$ cat config.mk
export PLATFORM = sky130hd
export DESIGN_NAME = mul_ctrl
export DESIGN_NICKNAME = d
export VERILOG_FILES = /design/src/rtl/mul_pkg.sv /design/src/rtl/mul_iter_cnt.sv /design/src/rtl/mul_ctrl.sv
export SDC_FILE = /design/constraint.sdc
export NUM_CORES = 1
export LEC_CHECK = 0
export ABC_AREA = 1
export CAP_MARGIN = 20
export CORE_AREA = 2 2 39 41
export DETAILED_ROUTE_END_ITERATION = 16
export DIE_AREA = 0 0 41 43
export SYNTH_ARGS = -nofsm -noshare
export SYNTH_HDL_FRONTEND = slang
export SYNTH_SLANG_ARGS = --single-unit
$ cat constraint.sdc
create_clock -name clk -period 1.67 [get_ports clk]
set_input_delay 0.501 -clock clk [delete_from_list [all_inputs] [get_ports clk]]
set_output_delay 0.501 -clock clk [all_outputs]
set_load 0.02 [all_outputs]
$ cat src/rtl/mul_pkg.sv
// Shared types and constants for the shift-add multiplier controller.
package mul_pkg;

   localparam int WIDTH_DEFAULT = 8;

   typedef enum logic [1:0] {
      IDLE = 2'd0,
      LOAD = 2'd1,
      CALC = 2'd2,
      DONE = 2'd3
   } state_t;

endpackage

$ cat src/rtl/mul_iter_cnt.sv
// Iteration counter for the multiplier controller: synchronous clear, count enable,
// terminal-count flag raised while the count equals WIDTH-1.
module mul_iter_cnt #(
   parameter int WIDTH = 8,
   parameter int CW    = $clog2(WIDTH) + 1
) (
   input  logic          clk,
   input  logic          reset,
   input  logic          clear,
   input  logic          enable,
   output logic [CW-1:0] cnt,
   output logic          tc
);

   always_ff @(posedge clk or negedge reset) begin
      if (!reset)      cnt <= '0;
      else if (clear)  cnt <= '0;
      else if (enable) cnt <= cnt + 1'b1;
   end

   assign tc = (cnt == CW'(WIDTH - 1));

endmodule

$ cat src/rtl/mul_ctrl.sv
// Control FSM for a shift-add multiplier datapath (IDLE -> LOAD -> CALC -> DONE).
// Optional feature: define MUL_CTRL_EARLY_DONE_EN to leave CALC as soon as q_zero is seen.
module mul_ctrl
   import mul_pkg::*;
#(
   parameter int WIDTH = WIDTH_DEFAULT
) (
   input  logic                   clk,
   input  logic                   reset,
   input  logic                   start,
   input  logic                   ack,
   input  logic                   q0,
   input  logic                   q_zero,
   output logic                   load,
   output logic                   add,
   output logic                   shift,
   output logic                   busy,
   output logic                   readyR,
   output logic [$clog2(WIDTH):0] cnt,
   output logic [1:0]             state_dbg
);

   // Handshake: start is a request sampled only in IDLE; readyR holds in DONE
   // until ack is sampled, and ack anywhere else is ignored.
   state_t state, state_nxt;
   logic   cnt_clear, cnt_en, cnt_tc;
   logic   calc_exit;

   mul_iter_cnt #(.WIDTH(WIDTH)) u_iter_cnt (
      .clk    (clk),
      .reset  (reset),
      .clear  (cnt_clear),
      .enable (cnt_en),
      .cnt    (cnt),
      .tc     (cnt_tc)
   );

`ifdef MUL_CTRL_EARLY_DONE_EN
   assign calc_exit = cnt_tc | q_zero;
`else
   logic unused_q_zero;
   assign unused_q_zero = q_zero;
   assign calc_exit     = cnt_tc;
`endif

   always_ff @(posedge clk or negedge reset) begin
      if (!reset) state <= IDLE;
      else        state <= state_nxt;
   end

   always_comb begin
      state_nxt = state;
      load      = 1'b0;
      add       = 1'b0;
      shift     = 1'b0;
      busy      = 1'b0;
      readyR    = 1'b0;
      cnt_clear = 1'b0;
      cnt_en    = 1'b0;
      unique case (state)
         IDLE: begin
            // Holding the counter clear here makes cnt read 0 throughout LOAD.
            cnt_clear = 1'b1;
            if (start) state_nxt = LOAD;
         end
         LOAD: begin
            load      = 1'b1;
            busy      = 1'b1;
            cnt_clear = 1'b1;
            state_nxt = CALC;
         end
         CALC: begin
            busy   = 1'b1;
            shift  = 1'b1;
            add    = q0;
            cnt_en = 1'b1;
            if (calc_exit) state_nxt = DONE;
         end
         DONE: begin
            readyR = 1'b1;
            if (ack) state_nxt = IDLE;
         end
         default: state_nxt = IDLE;
      endcase
   end

   assign state_dbg = state;

endmodule

==> results.py <==
metrics = {
    "yosys": {
        "post_synth_most_frequent_cells": "16 x sky130_fd_sc_hd__nand2_1, 7 x sky130_fd_sc_hd__ha_1, 7 x sky130_fd_sc_hd__inv_1",
        "postSynthCellCount": 55,
        "combined_area_of_all_synthesized_cells_um2": 420,
        "synth.avg_cell_area_um2": 7.64,
        "total_nets_after_synthesis": 68,
        "synthDistinctLibCells": 14,
        "synth_edf_count": 0,
        "asyncSetResetFlopFracSynth_pct": 100,
        "biggest_area_contributors_in_the_synthesized_netlist": "sky130_fd_sc_hd__dfrtp_1 36%, sky130_fd_sc_hd__ha_1 21%, sky130_fd_sc_hd__nand2_1 14%",
        "most_frequently_used_cell_type_in_the_post_synthesis_netlist": "sky130_fd_sc_hd__nand2_1",
        "synth_top_cell_by_area": "sky130_fd_sc_hd__dfrtp_1",
        "synth_seq_area_share_pct": 35.7,
        "synthDominantCellAreaShare_pct": 35.7,
        "postSynth.topFlopCell": "sky130_fd_sc_hd__dfrtp_1",
        "ys_seq_elements": 6,
        "yosys_warnings": 0,
    },
    "timing": {
        "final_critical_delay_including_setup_and_external_delays_ps": 1670,
        "final_hold_viol_count": 0,
        "fin_skew_ps": 3.08,
        "final_min_period_over_clock_period_pct": 99.9,
        "max_freq_mhz": 599,
        "transition_time_of_the_tightest_slew_check_pin_ps": 268,
        "drv_slew": 0,
        "unrepaired_setup_endpoints_after_global_routing": "true",
        "timing.max_slew.rel_slack_pct": 82.1,
        "finalSetupViolations": 0,
    },
    "cells_and_area": {
        "final_cells": 100,
        "fillers": 149,
        "final_design_instance_area_without_fill_um2": 726,
        "register_area_um2": 151,
        "layout_area_growth_over_synthesis_pct": 72.6,
        "area_of_the_multi_input_gates_um2": 263,
        "drive_gt1_share_pct": 38.1,
        "total_inserted_antenna_cells": 0,
        "fin_nets": 99,
    },
    "global_route": {
        "antenna_violations_before_repair": 0,
        "grt_start_max_net_pins": 7,
        "gr-total-overflow": 0,
        "first_pass_grt_wire_length_um": 1460,
        "globalRouteTotalUtil_pct": 13.1,
        "first_global_vias": 381,
    },
    "clock_tree": {
        "cts.clk_slew.worst_paths_ps": 50,
        "max-clock-path-buffers": 2,
        "cts_htree_levels": 1,
        "clk_root_buffer_cell": "sky130_fd_sc_hd__clkbuf_4",
        "cts_sinks": 6,
        "tritoncts": "yes",
        "cts_inserted_buffers": 3,
        "worstSkewPairLatency_ps": 250,
    },
    "floorplanning": {
        "core_mm2": 0.00138,
        "die-width_um": 41,
        "floorplan.die.height_um": 43,
        "start_util_pct": 30.4,
        "std_cell_rows": 14,
        "io_pins": 17,
        "dieArea_mm2": 0.00176,
    },
    "worst_setup_path": {
        "crit_start": "state_dbg[1]",
        "arrival_ps": 1170,
        "cp_data_required_time_ps": 1170,
        "critPathLaunchType": "flip-flop",
        "crit_path_end_kind": "output pin",
        "critical_path.reg2reg.startpoint": "state_dbg[0]",
        "critPathKind": "flip-flop to output pin",
        "timing.critical_path.to": "add",
        "critPathMaxFanout": 4,
        "worst_r2r_endpoint": "state_dbg[1]",
        "ff2ff_path_depth": 10,
        "reg2reg_slack_ps": 270,
    },
    "power": {
        "vdd_drop_max_uv": 952,
        "power_density_mw_per_mm2": 2060,
        "leakagePower_nw": 0.395,
    },
    "status": {
        "status": "complete, no violations",
    },
    "routing": {
        "detail-route-antenna-nets": 0,
        "vias_per_cell": 4.38,
        "vias": 438,
        "drt_pass1_iterations": 2,
        "wl_um": 956,
        "wire_length_per_cell_um": 9.56,
        "drt-initial-drc-count": 1,
        "drt_drc_violations_left": 0,
    },
    "flow_run": {
        "drv_cap": 0,
    },
    "placement": {
        "dpl_cell_area_um2": 651,
        "globalplace.congestion": 0.750,
        "dp_hpwl_um": 723,
        "io_buffer_count": 15,
        "placed_cells": 94,
    },
    "hold_path": {
        "hold_path_class": "input port to asynchronous set/reset pin",
    },
}
layer usage:
metal | GRT usage, % | vias up | share of wire [%]
li1 | - | 227 | -
met1 | 14.2 | 190 | 40
met2 | 18.8 | 17 | 48
met3 | 3.66 | 4 | 8.3
met4 | 12.7 | 0 | 3.6
met5 | 0 | - | 0
cell type report:
type	instances	area share [%]
multi-input cells	39	36.2
repair buffers	26	31.9
flip-flops and latches	6	20.9
inverters	10	5.17
clock buffers	3	3.10
well taps	16	2.76
worst min-delay path by stage:
stage                     cells past startpoint           endpoint              start  slack [ps]
after CTS                                     1  u_iter_cnt.cnt[1]              reset         490
after global placement                        1  u_iter_cnt.cnt[0]  u_iter_cnt.cnt[0]         520
after floorplan                               0       state_dbg[0]              reset         210
final                                         1  u_iter_cnt.cnt[0]              reset         490
after global routing                          1  u_iter_cnt.cnt[3]              reset         510
after detailed placement                      1  u_iter_cnt.cnt[0]  u_iter_cnt.cnt[0]         530
worst max-delay path: stages, from the launching register on:
cell and delay, ps:
sky130_fd_sc_hd__dfrtp_2 430, sky130_fd_sc_hd__buf_6 130, sky130_fd_sc_hd__ha_4 150, sky130_fd_sc_hd__nand2_1 50
sky130_fd_sc_hd__inv_1 40, sky130_fd_sc_hd__buf_6 120
power by group:
part,internal [mW],switching (mW)
logic,0.544,0.542
clock network,0.0814,0.0547
registers,0.207,0.0629
cell families after synthesis:
group / share of synthesized area [%]
DFF: 35.7
and+or+nand+nor: 28.9
adders and majority gates: 20.8
AOI/OAI and AO/OA: 5.65
buffers and inverters: 8.93
state kept, by name, summed over array words and instances (netlist names):
name	flops
state_dbg	2
u_iter_cnt.cnt	4
layout by cell type, fill, tap and decap left out:
cell type,Yosys,final
sky130_fd_sc_hd__a21oi_1,2,2
sky130_fd_sc_hd__buf_2,0,1
sky130_fd_sc_hd__buf_4,0,9
sky130_fd_sc_hd__buf_6,0,6
sky130_fd_sc_hd__clkbuf_4,0,3
sky130_fd_sc_hd__clkdlybuf4s50_1,0,3
sky130_fd_sc_hd__clkinv_1,1,1
sky130_fd_sc_hd__dfrtp_1,6,5
sky130_fd_sc_hd__dfrtp_2,0,1
sky130_fd_sc_hd__dlygate4sd2_1,0,7
sky130_fd_sc_hd__ha_1,7,3
sky130_fd_sc_hd__ha_2,0,2
sky130_fd_sc_hd__ha_4,0,2
sky130_fd_sc_hd__inv_1,7,5
sky130_fd_sc_hd__inv_2,2,4
sky130_fd_sc_hd__nand2_1,16,16
sky130_fd_sc_hd__nand2_2,2,2
sky130_fd_sc_hd__nand3_1,5,5
sky130_fd_sc_hd__nor2_1,3,3
sky130_fd_sc_hd__nor2_2,1,1
sky130_fd_sc_hd__o21ai_1,1,1
sky130_fd_sc_hd__o21ai_2,1,1
sky130_fd_sc_hd__or2_1,1,1
stage by stage:
step	setup TNS, ps	setup slack [ps]	power, mW	utilization, %	hold slack [ps]
after floorplan	0	2.36	0.801	-	205
after global placement	-1050	-468	1.25	47.0	518
after detailed placement	-1000	-470	1.26	47.0	527
after CTS	-65.8	-36.7	1.33	47.4	493
after global routing	-34.1	-34.1	1.62	52.4	514
final	0	1.47	1.49	52.4	490
what timing repair did:
action                                  in CTS  in global routing
resized for setup                           30                 15
endpoints found under the setup margin      11                  5
setup buffers                                1                  2
hold endpoints to repair                     0                  0
hold buffers                                 0                  0
Note: power is estimated with default switching activity, not from simulation.
